<file path="src/rtl/router_pkt_rx.sv">
`default_nettype none
// ============================================================================
// Module   : router_pkt_rx
// Purpose  : Receives one packet at a time from a router output FIFO.
//            Issues registered FIFO reads, captures the header, payload and
//            parity bytes, checks header address and packet parity, and
//            keeps saturating packet / error counters.
// Ports    : clock, resetn        - clock, async active-low reset
//            vld_out, data_out    - FIFO non-empty flag and read data
//                                   (data valid the cycle after a read)
//            stall                - downstream back-pressure, blocks reads
//            read_enb             - registered FIFO read request
//            byte_out, byte_vld   - captured byte and its qualifier
//            sop, eop             - header / parity byte markers
//            pkt_done             - pulse the cycle after the parity byte
//            pkt_len              - payload length from the last header
//            parity_err, addr_err - per-packet error flags
//            pkt_cnt, err_cnt     - saturating packet / error counters
// Revision : 1.0 - initial release
// ============================================================================
module router_pkt_rx #(
    parameter logic [1:0] PORT_ID = 2'b00
) (
    input  logic       clock,
    input  logic       resetn,
    input  logic       vld_out,
    input  logic [7:0] data_out,
    input  logic       stall,
    output logic       read_enb,
    output logic [7:0] byte_out,
    output logic       byte_vld,
    output logic       sop,
    output logic       eop,
    output logic       pkt_done,
    output logic [5:0] pkt_len,
    output logic       parity_err,
    output logic       addr_err,
    output logic [7:0] pkt_cnt,
    output logic [7:0] err_cnt
);

    localparam logic [1:0] c_IDLE     = 2'd0;
    localparam logic [1:0] c_HDR_WAIT = 2'd1;
    localparam logic [1:0] c_PAYLOAD  = 2'd2;
    localparam logic [1:0] c_DONE     = 2'd3;

    logic [1:0] r_state;
    logic       r_read_enb;
    logic       r_rd_pend;      // a read was sampled by the FIFO last edge
    logic [7:0] r_byte_out;
    logic       r_byte_vld;
    logic       r_sop;
    logic       r_eop;
    logic       r_pkt_done;
    logic [5:0] r_pkt_len;
    logic       r_parity_err;
    logic       r_addr_err;
    logic [7:0] r_pkt_cnt;
    logic [7:0] r_err_cnt;
    logic [7:0] r_parity;
    logic [6:0] r_reads_left;   // reads still to be issued after the header
    logic [6:0] r_caps_left;    // bytes still to be captured after the header

    logic       w_issue;

    // Payload read request; reads_left guards against running past the packet.
    assign w_issue = vld_out && !stall && (r_reads_left != 7'd0);

    always_ff @(posedge clock or negedge resetn) begin
        if (!resetn) begin
            r_state      <= c_IDLE;
            r_read_enb   <= 1'b0;
            r_rd_pend    <= 1'b0;
            r_byte_out   <= 8'd0;
            r_byte_vld   <= 1'b0;
            r_sop        <= 1'b0;
            r_eop        <= 1'b0;
            r_pkt_done   <= 1'b0;
            r_pkt_len    <= 6'd0;
            r_parity_err <= 1'b0;
            r_addr_err   <= 1'b0;
            r_pkt_cnt    <= 8'd0;
            r_err_cnt    <= 8'd0;
            r_parity     <= 8'd0;
            r_reads_left <= 7'd0;
            r_caps_left  <= 7'd0;
        end else begin
            // Fixed one-cycle read latency: whatever read the FIFO sampled
            // last edge is captured now, regardless of the current request.
            r_rd_pend  <= r_read_enb;
            r_byte_vld <= r_rd_pend;
            if (r_rd_pend) begin
                r_byte_out <= data_out;
            end
            r_read_enb <= 1'b0;
            r_sop      <= 1'b0;
            r_eop      <= 1'b0;
            r_pkt_done <= 1'b0;

            case (r_state)
                c_IDLE: begin
                    if (vld_out && !stall) begin
                        r_read_enb <= 1'b1;
                        r_state    <= c_HDR_WAIT;
                    end
                end

                c_HDR_WAIT: begin
                    if (r_rd_pend) begin
                        r_sop        <= 1'b1;
                        r_pkt_len    <= data_out[7:2];
                        r_addr_err   <= (data_out[1:0] != PORT_ID);
                        r_parity_err <= 1'b0;
                        r_parity     <= data_out;
                        // payload bytes plus the trailing parity byte
                        r_reads_left <= {1'b0, data_out[7:2]} + 7'd1;
                        r_caps_left  <= {1'b0, data_out[7:2]} + 7'd1;
                        r_state      <= c_PAYLOAD;
                    end
                end

                c_PAYLOAD: begin
                    if (w_issue) begin
                        r_read_enb   <= 1'b1;
                        r_reads_left <= r_reads_left - 7'd1;
                    end
                    if (r_rd_pend) begin
                        if (r_caps_left == 7'd1) begin
                            // last byte of the packet is the parity byte
                            r_eop        <= 1'b1;
                            r_parity_err <= (data_out != r_parity);
                            r_caps_left  <= 7'd0;
                            r_state      <= c_DONE;
                        end else begin
                            r_parity    <= r_parity ^ data_out;
                            r_caps_left <= r_caps_left - 7'd1;
                        end
                    end
                end

                c_DONE: begin
                    // no read is issued here, guaranteeing an idle cycle
                    r_pkt_done <= 1'b1;
                    if (r_pkt_cnt != 8'hFF) begin
                        r_pkt_cnt <= r_pkt_cnt + 8'd1;
                    end
                    if ((r_parity_err || r_addr_err) && (r_err_cnt != 8'hFF)) begin
                        r_err_cnt <= r_err_cnt + 8'd1;
                    end
                    r_state <= c_IDLE;
                end

                default: begin
                    r_state <= c_IDLE;
                end
            endcase
        end
    end

    assign read_enb   = r_read_enb;
    assign byte_out   = r_byte_out;
    assign byte_vld   = r_byte_vld;
    assign sop        = r_sop;
    assign eop        = r_eop;
    assign pkt_done   = r_pkt_done;
    assign pkt_len    = r_pkt_len;
    assign parity_err = r_parity_err;
    assign addr_err   = r_addr_err;
    assign pkt_cnt    = r_pkt_cnt;
    assign err_cnt    = r_err_cnt;

endmodule
`default_nettype wire

</file>
<file path="config.mk">
export PLATFORM = sky130hd
export DESIGN_NAME = router_pkt_rx
export DESIGN_NICKNAME = d
export VERILOG_FILES = /design/src/rtl/router_pkt_rx.sv
export SDC_FILE = /design/constraint.sdc
export NUM_CORES = 1
export LEC_CHECK = 0
export CORE_MARGIN = 1
export CORE_UTILIZATION = 25
export CTS_CLUSTER_SIZE = 24
export DETAILED_ROUTE_END_ITERATION = 7
export SYNTH_ARGS = -nofsm -noshare
export SYNTH_HDL_FRONTEND = slang
export SYNTH_SLANG_ARGS = --single-unit
</file>
<file path="constraint.sdc">
create_clock -name clock -period 3.7 [get_ports clock]
set_input_delay 0.74 -clock clock [delete_from_list [all_inputs] [get_ports clock]]
set_output_delay 0.74 -clock clock [all_outputs]
set_load 0.02 [all_outputs]
</file>
==> Word level (Yosys, flattened, before mapping) <==
Cells that the tools add are included.
W data, S select, Z words.
{ "totals": {"in_bits": 12, "elab_cells": 80, "regBits": 62, "out_inout_bits": 37} }
{ "op_classes": {"eq_ne": 13, "add_sub_neg": 5, "muxes": 28, "bitwise": 1, "reduce_logical": 17} }
{ "op_table": {"columns": ["cell", "n"], "rows": [
  ["$mux W7", 4],
  ["$pmux W7 S2", 2],
  ["$mux W8", 3],
  ["$add A8 B1 Y8 const B", 2],
  ["$ne A8 B8 Y1 const B", 2],
  ["$pmux W8 S2", 1],
  ["$sub A7 B1 Y7 const B", 2],
  ["$ne A2 B2 Y1 const B", 6],
  ["$reduce_and A4 Y1", 3],
  ["$mux W1", 11],
  ["$mux W2", 4],
  ["$ne A8 B8 Y1", 1],
  ["$pmux W2 S4", 1],
  ["$xor A8 B8 Y8", 1],
  ["$add A6 B1 Y7 const B", 1],
  ["$eq A7 B1 Y1 const B", 1],
  ["$reduce_bool A7 Y1", 1],
  ["$reduce_and A2 Y1", 3],
  ["$reduce_and A3 Y1", 2],
  ["$eq A2 B2 Y1 const B", 2],
  ["$pmux W1 S2", 2],
  ["$reduce_bool A2 Y1", 2],
  ["$logic_and A1 B1 Y1", 3],
  ["$eq A2 B1 Y1 const B", 1],
  ["other kinds (3)", 3]
]} }

==> Longest topological paths before layout <==
{ "depth": {"depth_word": 5, "ltp_mapped": 9, "ltp_nobuf": 6} }

==> Worst setup path before layout <==
Ideal clock, no wire load.
{ "synth_timing": {"path_kind": "register to register", "from": "register r_caps_left[1]", "to": "register r_state[1]", "synth_period_minus_slack_ns": 1.974, "path_slack_ns": 1.726, "path_stages_with_launch": 7, "arrival_time_ns": 1.847, "required_time_ns": 3.572, "path_cell_list": "dfrtp_1 > inv_1 > ha_1 > or3b_2 > or2_4 > a221oi_4 > mux2_1"} }
{ "synth_via": {"elab_chain_len": 3} }
{ "synth_rtl": {"columns": ["item", "line_no", "rtl"], "rows": [
  ["start: declaration", "62", "logic [6:0] r_caps_left;"],
  ["start signal: assignment", "117", "r_caps_left <= {1'b0, data_out[7:2]} + 7'd1;"],
  ["start signal: assignment", "136", "r_caps_left <= r_caps_left - 7'd1;"],
  ["$eq A7 B1 Y1", "128", "if (r_caps_left == 7'd1) begin"],
  ["$ne A2 B2 Y1 (no line)", null, null],
  ["$reduce_and A4 Y1 (no line)", null, null],
  ["end signal: assignment", "133", "r_state <= c_DONE;"],
  ["end signal: assignment", "150", "r_state <= c_IDLE;"],
  ["end signal: assignment", "154", "r_state <= c_IDLE;"],
  ["end: declaration", "47", "logic [1:0] r_state;"]
]} }
Every way passes these cells.
A chain may end at the register's enable or synchronous reset.

==> Worst setup path after layout <==
{ "layout_timing": {"from": "register r_state[0]", "to": "register r_reads_left[2]"} }
{ "layout_via": {"elab_chain_len": 3, "word_cells_on_any_way": 7, "cone_classes": "4 x eq/ne; 1 x mux; 2 x reduce/logical"} }
{ "layout_rtl": {"columns": ["item", "line_no", "rtl"], "rows": [
  ["start signal: assignment", "71", "r_state <= c_IDLE;"],
  ["start signal: assignment", "104", "r_state <= c_HDR_WAIT;"],
  ["start signal: assignment", "118", "r_state <= c_PAYLOAD;"],
  ["$eq A2 B2 Y1 or $eq A2 B1 Y1 (tied branches)", "100", "case (r_state)"],
  ["$ne A2 B2 Y1 (no line) or $reduce_bool A2 Y1 (tied branches)", null, null],
  ["$reduce_and A3 Y1 (no line)", null, null],
  ["end signal: assignment", "116", "r_reads_left <= {1'b0, data_out[7:2]} + 7'd1;"],
  ["end signal: assignment", "125", "r_reads_left <= r_reads_left - 7'd1;"],
  ["end: declaration", "61", "logic [6:0] r_reads_left;"]
]} }
Several ways; a longest one is shown, not always the timed one.

==> reports/results.tsv <==
stage	metric	value	unit
clocking	clk sinks	62	
floorplanning	num rows	41	
setup_path	startpoint types	flip-flop	
sta	setup TNS	0	ps
floorplanning	Die Ht	116.0	um
logic_synthesis	Synth Warn #	0	
power	combinational group share of total power	41.4	%
power	leakage	1.725	nW
logic_synthesis	count leader, synth	dfrtp_1	
clocking	root buf cell	clkbuf_16	
power	sw power	1.366	mW
flow_run	Max-Cap Viols	0	
sta	max_slew headroom	63.36	%
setup_path	FF-to-FF path depth	7	
logic_synthesis	register area share after synthesis	47.75	%
logic_synthesis	Post-Syn Instances	320	
sta	Slew @ Worst Pin	534.3	ps
clocking	Clock transition at path regs	50	ps
setup_path	CP endpoint	r_reads_left[2]	
setup_path	Critical Path AT	2570	ps
sta	slack of the critical path	1345	ps
setup_path	Max FO, Critical Path	13	
logic_synthesis	dominant cell type by area after synthesis	dfrtp_1	
clocking	Clk Latency, worst-skew pair	330	ps
sta	fin. max-slew vios	0	
logic_synthesis	Post-synth EDFFs	0	
placement	Final Wtd Congestion	0.8443	
sta	period utilization	63.64	%
clocking	CTS tree	yes	
logic_synthesis	Post-Synthesis Cell Area	0.003249	sq mm
drt	antenna viol nets, final	0	
setup_path	R2R Path Start	r_state[0]	
final_layout	ANT cells	0	
sta	Setup-failing EPs final	0	
floorplanning	die width	116.0	um
logic_synthesis	syn avg cell area	10.15	sq um
sta	min Tclk post-route	2355	ps
final_layout	Area Overhead vs Synth	30.84	%
logic_synthesis	Yosys reg bits	62	
drt	Residual DRC	0	
drt	first drt pass iteration count	4	
drt	total routed wirelength	7770	um
final_layout	Nets	392	
clocking	Clock Tree Buf Depth	2	
logic_synthesis	Post-Synthesis Net Count	343	
setup_path	reg2reg end	r_reads_left[2]	
clocking	Post-CTS Resized	0	
final_layout	share of layout cells above drive strength 1	12.03	%
drt	Initial DRC Count	170	
logic_synthesis	share of the synthesized area in the top cell type	47.75	%
power	Tot Pwr	3.658	mW
placement	pre-CTS setup slack	1065	ps
worst_hold_path	type of the tightest min-delay check	in2async	
setup_path	CP required	3910	ps
clocking	# Post-CTS Setup Buffers	0	
placement	DP HPWL	5295	um
sta	RSZ-0062 raised after global routing	false	
logic_synthesis	Post-synth top flop	dfrtp_1	
outcome	status	finished clean	
floorplanning	Die ar.	0.01346	sq mm
logic_synthesis	post-synthesis async set-or-reset flop share	100.0	%
power	sequential group share of total power	33.3	%
drt	routed vias/inst	4.852	
power	Pwr Density	860.3	mW/mm^2
power	Sw Ratio	37.34	%
logic_synthesis	top cells by count, synth	62 x dfrtp_1, 28 x nand2_1, 28 x nor2_1	
setup_path	r2r setup slk	1350	ps
power	Worst VDD drop	312.1	uV
clocking	H-tree Lvls	3	
setup_path	CP Capture Type	flip-flop	
floorplanning	Core Box Area	0.01267	sq mm
power	clock network power share	25.2	%
logic_synthesis	Synth area leaders	dfrtp_1 48%, mux2_2 5.9%, ha_1 4.2%	
setup_path	Critical Path Start	r_state[0]	
drt	vias	2649	
sta	Final Hold Viols	0	
clocking	CTS Buf Count	9	
setup_path	worst setup path class	reg2reg	
sta	skew final	5.611	ps
floorplanning	Starting Density	25.64	%
clocking	hold_buf cts	0	
power	Internal Power	2.292	mW
logic_synthesis	Distinct cells, synth	54	
placement	# port buffers	48	
global_routing	overall routing resource usage	12.25	%
global_routing	vias in the first global route	2423	
global_routing	gr ovfl total	0	
global_routing	global-route wire length before repair	12430	um
floorplanning	num ports	49	
global_routing	largest net degree at the start of global routing	33	
drt	Avg WL per Cell	14.23	um
sta	maximum clock rate	0.4247	GHz
global_routing	initial antenna violation count	0	
[critical path, stage by stage, from the launching register on]
cell	delay, ps
dfrtp_1	410
inv_1	90
ha_1	440
buf_4	280
inv_1	140
nand2_1	420
o311ai_0	280
o21a_1	170
[sequential cells by signal, indices dropped and copies added (netlist names), 2 cells and up]
| signal | flops |
|---|---|
| byte_out | 8 |
| err_cnt | 8 |
| pkt_cnt | 8 |
| pkt_len | 6 |
| r_caps_left | 7 |
| r_parity | 8 |
| r_reads_left | 7 |
| r_state | 2 |
[how the worst min path moves through the flow]
stage,start,slack [ps],cells after the start,end
3_3_place_gp,read_enb,360,0,r_rd_pend
3_5_place_dp,read_enb,370,0,r_rd_pend
6_report,resetn,300,1,err_cnt[0]
4_1_cts,resetn,290,1,err_cnt[0]
5_1_grt,resetn,310,1,err_cnt[0]
2_1_floorplan,r_rd_pend,430,0,byte_vld
[through the flow]
stage	hold WS (ps)	instance area (sq um)	util [%]	std cells
6_report	298.9	4252	33.55	546
5_1_grt	306.1	4252	33.55	546
4_1_cts	294.6	4252	33.55	546
3_5_place_dp	369.0	3918	30.92	530
3_3_place_gp	360.4	3918	30.92	530
2_1_floorplan	427.5	3249	-	320
[logic make-up (layout without fill, tap and decap cells)]
kind of cell | after synthesis | in the layout | share of synthesized area [%]
AO/OA/AOI/OAI | 77 | 77 | 16.60
buffers and inverters | 27 | 81 | 3.350
multiplexers | 21 | 21 | 7.162
AND/OR/NAND/NOR | 100 | 100 | 14.98
flip-flops | 62 | 62 | 47.75
adder cells (fa/ha/maj) | 11 | 11 | 4.236
XOR/XNOR | 22 | 22 | 5.930
[cells in the final DEF (no fill, tap or decap), types with 11 or more instances in the layout]
master | netlist | final
nor2_1 | 28 | 28
mux2_2 | 17 | 17
nand3_1 | 12 | 12
xor2_1 | 12 | 12
inv_1 | 11 | 11
o21ai_0 | 11 | 11
nand2_1 | 28 | 28
a21oi_1 | 15 | 15
dfrtp_1 | 62 | 62
ha_1 | 11 | 11
clkdlybuf4s50_1 | 0 | 47
[per-layer routing]
| layer | up-vias | part of all wire [%] | global-route usage, % | wire [um] |
|---|---|---|---|---|
| li1 | 1260 | - | - | - |
| met1 | 1318 | 46 | 15.64 | 3595 |
| met2 | 62 | 48 | 19.33 | 3750 |
| met3 | 9 | 4.0 | 3.452 | 314 |
| met4 | 0 | 1.4 | 5.299 | 110 |
| met5 | - | 0 | 0 | 0 |
[power by group through the flow]
| stage | sequential, mW | combinational [mW] | clock [mW] |
|---|---|---|---|
| 2_1_floorplan | 1.37 | 0.802 | 0 |
| 3_3_place_gp | 1.21 | 1.49 | 0 |
| 3_5_place_dp | 1.23 | 1.51 | 0 |
| 4_1_cts | 1.22 | 1.53 | 0.958 |
| 5_1_grt | 1.27 | 1.66 | 0.980 |
| 6_report | 1.22 | 1.52 | 0.923 |
[final cells by class]
class / instances / area (sq um)
Sequential cell: 62 / 1551
Clock buffer: 11 / 252.7
Inverter: 11 / 41.29
Clock inverter: 5 / 81.33
Multi-Input combinational cell: 231 / 1589
Timing Repair Buffer: 54 / 520.5
Tap cell: 172 / 215.2
Fill cell: 1325 / 8419
Power figures use the tool's default switching activity.
